## config.mk

```make
export PLATFORM = sky130hd
export DESIGN_NAME = popcount_seq_flat
export DESIGN_NICKNAME = d
export VERILOG_FILES = /design/src/rtl/popcount_seq_if.sv /design/src/rtl/popcount_seq.sv /design/src/flat_wrapper.sv
export SDC_FILE = /design/constraint.sdc
export NUM_CORES = 1
export LEC_CHECK = 0
export ABC_AREA = 1
export CORE_MARGIN = 1
export CORE_UTILIZATION = 50
export DETAILED_ROUTE_END_ITERATION = 8
export PLACE_DENSITY = 0.8
export SYNTH_ARGS = -nofsm -noshare
export SYNTH_HDL_FRONTEND = slang
export SYNTH_SLANG_ARGS = --single-unit
```

## constraint.sdc

```tcl
create_clock -name CLK -period 3.8 [get_ports CLK]
set_input_delay 0.38 -clock CLK [delete_from_list [all_inputs] [get_ports CLK]]
set_output_delay 0.38 -clock CLK [all_outputs]
set_load 0.02 [all_outputs]
```

## src/rtl/popcount_seq_if.sv

```systemverilog
// Word-in / count-out handshake bundle for the sequential popcount block.
// The slave side is the popcount block; the master side is the producer/consumer pair.
interface popcount_seq_if #(
    parameter int unsigned WIDTH = 32
);
    localparam int unsigned CW = $clog2(WIDTH + 1);

    logic             I_valid;
    logic             I_ready;
    logic [WIDTH-1:0] I;
    logic             O_valid;
    logic             O_ready;
    logic [CW-1:0]    O;

    modport slave (
        input  I_valid,
        input  I,
        input  O_ready,
        output I_ready,
        output O_valid,
        output O
    );

    modport master (
        output I_valid,
        output I,
        output O_ready,
        input  I_ready,
        input  O_valid,
        input  O
    );
endinterface

```

## src/rtl/popcount_seq.sv

```systemverilog
// Multi-cycle population count: one shared 8-bit popcount is applied to the
// accepted word one byte per cycle, and the partial counts are summed.
module popcount8 (
    input  logic [7:0] d,
    output logic [3:0] cnt
);
    // Count the set bits of one byte.
    always_comb begin
        cnt = '0;
        for (int unsigned i = 0; i < 8; i++) begin
            cnt = cnt + {3'b000, d[i]};
        end
    end
endmodule

module popcount_seq #(
    parameter int unsigned WIDTH = 32
) (
    input  logic           CLK,
    input  logic           RESET,
    popcount_seq_if.slave  bus,
    output logic           busy
);
    localparam int unsigned NSLICE = WIDTH / 8;
    localparam int unsigned CW     = $clog2(WIDTH + 1);
    localparam int unsigned IW     = (NSLICE > 1) ? $clog2(NSLICE) : 1;

    generate
        if ((WIDTH % 8) != 0 || WIDTH < 8) begin : g_bad_width
            $error("popcount_seq: WIDTH must be a multiple of 8 and at least 8");
        end
    endgenerate

    typedef enum logic [1:0] {
        IDLE,
        RUN,
        DONE
    } state_t;

    state_t           state;
    logic [WIDTH-1:0] sh;
    logic [CW-1:0]    acc;
    logic [IW-1:0]    idx;
    logic             o_valid_q;
    logic             busy_q;
    logic [3:0]       slice_cnt;
    logic             accept;

    popcount8 u_pc8 (
        .d   (sh[7:0]),
        .cnt (slice_cnt)
    );

    // Ready to take a word when idle, or when the held result leaves this cycle.
    always_comb begin
        bus.I_ready = 1'b0;
        case (state)
            IDLE:    bus.I_ready = 1'b1;
            DONE:    bus.I_ready = bus.O_ready;
            default: bus.I_ready = 1'b0;
        endcase
    end

    assign accept      = bus.I_valid && bus.I_ready;
    assign bus.O_valid = o_valid_q;
    assign bus.O       = acc;
    assign busy        = busy_q;

    // Controller: load a word, accumulate NSLICE byte counts, hold the result.
    always_ff @(posedge CLK) begin
        if (RESET) begin
            state     <= IDLE;
            sh        <= '0;
            acc       <= '0;
            idx       <= '0;
            o_valid_q <= 1'b0;
            busy_q    <= 1'b0;
        end else begin
            case (state)
                IDLE: begin
                    if (accept) begin
                        sh     <= bus.I;
                        acc    <= '0;
                        idx    <= '0;
                        state  <= RUN;
                        busy_q <= 1'b1;
                    end
                end
                RUN: begin
                    acc <= acc + CW'(slice_cnt);
                    sh  <= sh >> 8;
                    idx <= idx + IW'(1);
                    if (idx == IW'(NSLICE - 1)) begin
                        state     <= DONE;
                        o_valid_q <= 1'b1;
                    end
                end
                DONE: begin
                    if (bus.O_ready) begin
                        o_valid_q <= 1'b0;
                        if (bus.I_valid) begin
                            sh    <= bus.I;
                            acc   <= '0;
                            idx   <= '0;
                            state <= RUN;
                        end else begin
                            state  <= IDLE;
                            busy_q <= 1'b0;
                        end
                    end
                end
                default: begin
                    state     <= IDLE;
                    o_valid_q <= 1'b0;
                    busy_q    <= 1'b0;
                end
            endcase
        end
    end
endmodule

```

## src/flat_wrapper.sv

```systemverilog
// flat-port wrapper written by rule: the top's interface ports become plain ports
module popcount_seq_flat 
#(
    parameter int unsigned WIDTH = 32
)
  (CLK, RESET, busy, bus_I_valid, bus_I, bus_O_ready, bus_I_ready, bus_O_valid, bus_O);
  popcount_seq_if #(.WIDTH(WIDTH)) bus_i ();
  input  logic CLK;
  input  logic RESET;
  output logic busy;
  input wire logic [$bits(bus_i.I_valid)-1:0] bus_I_valid;
  input wire logic [$bits(bus_i.I)-1:0] bus_I;
  input wire logic [$bits(bus_i.O_ready)-1:0] bus_O_ready;
  output wire logic [$bits(bus_i.I_ready)-1:0] bus_I_ready;
  output wire logic [$bits(bus_i.O_valid)-1:0] bus_O_valid;
  output wire logic [$bits(bus_i.O)-1:0] bus_O;
  assign bus_i.I_valid = bus_I_valid;
  assign bus_i.I = bus_I;
  assign bus_i.O_ready = bus_O_ready;
  assign bus_I_ready = bus_i.I_ready;
  assign bus_O_valid = bus_i.O_valid;
  assign bus_O = bus_i.O;
  popcount_seq #(.WIDTH(WIDTH)) u_core (.CLK(CLK), .RESET(RESET), .bus(bus_i), .busy(busy));
endmodule
```

==> results.py <==
metrics = {
    "final_layout": {
        "antenna_cells": 0,
        "drive_gt1_share_pct": 5.23,
        "multi_input_area_um2": 996,
        "nFillCells": 367,
        "final_nets": 353,
        "design_area_mm2": 0.00257,
        "regArea_um2": 881,
        "fin_cells": 356,
        "area_growth_syn_to_layout_pct": 24.5,
    },
    "clock_network": {
        "clockBufferDepth": 2,
        "clk_pin_slew_ns": 0.09,
        "insertion_delay_ns": 0.30,
        "h-tree-depth": 2,
        "ctsResizeCount": 0,
        "cts_tree": "built",
        "root_buffer": "clkbuf_8",
        "cts_buffers": 5,
        "clkSinkCount": 44,
        "post_cts_buffers": 0,
        "hold_buffers": 0,
    },
    "pwr": {
        "power_leakage_nw": 1.05,
        "p_int_uw": 773,
        "fin_total_pwr_mw": 1.10,
        "p_per_area_mw_per_mm2": 428,
        "power_frac_comb_pct": 24.3,
        "p_switching_uw": 328,
        "vdd_drop_max_mv": 0.194,
        "seqPwrFrac_pct": 48.1,
        "pwr-share-clk_pct": 27.6,
        "p_sw_share_pct": 29.8,
    },
    "drt": {
        "antenna_left": 0,
        "drc": 0,
        "vias": 1841,
        "routed_wl_um": 4250,
        "drt-initial-drc-count": 102,
        "firstDrtPassIters": 4,
        "wl_per_cell_um": 11.9,
        "vias_per_cell": 5.17,
    },
    "global_routing": {
        "grt_first_pass_wirelength_um": 7070,
        "gr-total-overflow": 0,
        "gr-usage-all-layers_pct": 21.6,
        "grt_start_max_net_pins": 53,
        "grt_pass1_vias": 1621,
        "antenna_found_initial": 0,
    },
    "setup_path": {
        "reg2reg_depth": 12,
        "critPathMaxFanout": 3,
        "path_buf_inv": 2,
        "critPathMaxStageDelay_ns": 0.53,
        "cp-start-kind": "flop",
        "crit_required_ns": 3.99,
        "crit-reg2reg-launch": "u_core.sh[0]",
        "end_kind": "flop",
        "crit_slowest_cell": "fa_1",
        "crit_top_cell": "fa_1",
        "cp.arrival_ns": 3.46,
        "worstReg2RegEnd": "u_core.bus.O[4]",
        "cp_top_family": "adder cells",
        "rrSetupSlack_ns": 0.53,
        "crit_cells": 12,
        "crit_chain": "fa_1 > inv_1 > fa_1 > fa_1 > fa_1 > fa_1 > inv_1 > a21oi_1 > o21ai_0 > nand2_1 > nand2_1 > nor2_1",
        "critPathKind": "reg2reg",
    },
    "worst_hold_path": {
        "hold_path.startpoint": "u_core.sh[26]",
        "whs_path_depth": 2,
        "worstHoldPathType": "reg2reg",
        "whs_endpoint": "u_core.sh[26]",
    },
    "sta": {
        "finalHoldViolations": 0,
        "slew_headroom_pct": 53.8,
        "worst_pin_slew_ns": 0.693,
        "setup_viol": 0,
        "slew_viol_final": 0,
        "min_period_over_period_pct": 86.1,
        "fmax_mhz": 306,
        "rsz0062_at_grt": "false",
        "min_period_ns": 3.27,
        "skew_ns": 0.00963,
        "setup_tns_ns": 0,
        "holdWs_ns": 0.462,
    },
    "placed_design": {
        "numPortBuffers": 44,
        "place_congestion": 0.825,
        "dpl-instance-area_mm2": 0.00248,
        "dp_hpwl_um": 2820,
        "placedCellCount": 348,
    },
    "logic_synthesis": {
        "synth_area_mm2": 0.00207,
        "synth.most_common_cell": "nand2_1",
        "synth_xor_xnor_area_share_pct": 0,
        "synth_fp_nets": 316,
        "async_flop_share_pct": 0,
        "yosysUniqueCellTypes": 24,
        "ys_seq_area_share_pct": 42.6,
        "yosys_most_used_dff": "dfxtp_1",
        "synth_commonest_cells": "nand2_1, dfxtp_1, o21ai_1",
        "ys_top_cells_by_area": "dfxtp_1, nand2_1, a31oi_1",
        "synthSimpleGateAreaFrac_pct": 19.2,
        "synth-edff-count": 0,
        "synthAdderAreaFrac_pct": 9.08,
        "synth_compound_area_share_pct": 19.9,
        "postSynthAreaPerCell_um2": 7.71,
        "synth_warnings": 0,
        "synth_mux_area_share_pct": 0,
        "synth-seq-cells": 44,
        "synthCells": 268,
        "netlist.area_leader.share_pct": 42.6,
        "synth.largest_area_cell": "dfxtp_1",
        "synth_top_family_by_area": "compound AO/OA/AOI/OAI gates",
    },
    "outcome": {
        "outcome": "complete, no violations",
    },
    "floorplanning": {
        "start_util_pct": 52.0,
        "die_h_um": 66.3,
        "rows": 23,
        "coreArea_mm2": 0.00397,
        "fp.dieArea_mm2": 0.00440,
        "io_pins": 45,
        "die_width_um": 66.3,
    },
    "run": {
        "drv_cap": 0,
    },
}
[power by group through the flow]
stage / clock network, mW / logic, mW / registers (mW)
2_1_floorplan: 0 / 0.185 / 0.543
5_1_grt: 0.328 / 0.307 / 0.535
3_3_place_gp: 0 / 0.262 / 0.538
3_5_place_dp: 0 / 0.270 / 0.540
6_report: 0.304 / 0.268 / 0.529
4_1_cts: 0.311 / 0.271 / 0.529
[layout make-up]
class                           instances  area share, %
Clock inverter                          1          0.292
Sequential cell                        44           34.2
Timing Repair Buffer                   45           17.4
Tap cell                               50           2.43
Clock buffer                            7           3.36
Inverter                               24           3.55
Multi-Input combinational cell        185           38.7
[metal layers]
layer	global-route usage, %	vias up	share of wire (%)	routed length (um)
met4	8.24	0	1.5	65
met3	5.69	6	5.2	220
met2	34.6	51	47	2000
met1	27.7	819	46	1970
met5	0	-	0	0
li1	-	965	-	-
[how the worst max path moves through the flow]
stage                       from         endpoint  slack (ns)
floorplan           u_core.sh[0]  u_core.bus.O[4]        0.68
global placement    u_core.sh[0]  u_core.bus.O[4]        0.59
detailed placement  u_core.sh[0]  u_core.bus.O[4]        0.54
CTS                 u_core.sh[0]  u_core.bus.O[4]        0.52
global route        u_core.sh[0]  u_core.bus.O[4]        0.35
finish              u_core.sh[0]  u_core.bus.O[4]        0.53
[stage by stage]
| step | util [%] | setup slack (ns) |
|---|---|---|
| 3_5_place_dp | 62.4 | 0.543 |
| 4_1_cts | 64.8 | 0.522 |
| 5_1_grt | 64.8 | 0.348 |
| 2_1_floorplan | - | 0.679 |
| 6_report | 64.8 | 0.528 |
| 3_3_place_gp | 62.4 | 0.594 |
[placed cells by master, fill, tap and decap left out, types with 2 or more instances in the layout]
master,netlist,routed
clkdlybuf4s50_1,0,44
nand3_1,4,4
nand2_1,77,77
a21oi_1,23,23
fa_1,5,5
nor3_1,2,2
nor2_1,8,8
o21ai_0,3,3
o21ai_1,25,25
clkbuf_8,0,6
dfxtp_1,44,44
ha_1,7,7
a31oi_1,24,24
inv_1,20,20
inv_2,3,3
nand2_4,2,2
[flip-flops by register name, summed over array words and instances (netlist names)]
| name | cells |
|---|---|
| u_core.idx | 2 |
| u_core.busy | 1 |
| u_core.sh | 32 |
| u_core.bus.O | 6 |
| u_core.state | 2 |
| u_core.bus.O_valid | 1 |
[kinds of logic after synthesis]
| group | after synthesis |
|---|---|
| buffers and inverters | 39 |
| and+or+nand+nor | 97 |
| AOI/OAI and AO/OA | 76 |
| adders and majority gates | 12 |
| DFF | 44 |
[worst min-delay path: stages, from the launching register on]
cell,delay [ns]
dfxtp_1,0.31
nand2_1,0.06
a21oi_1,0.05
Power figures use the tool's default switching activity.
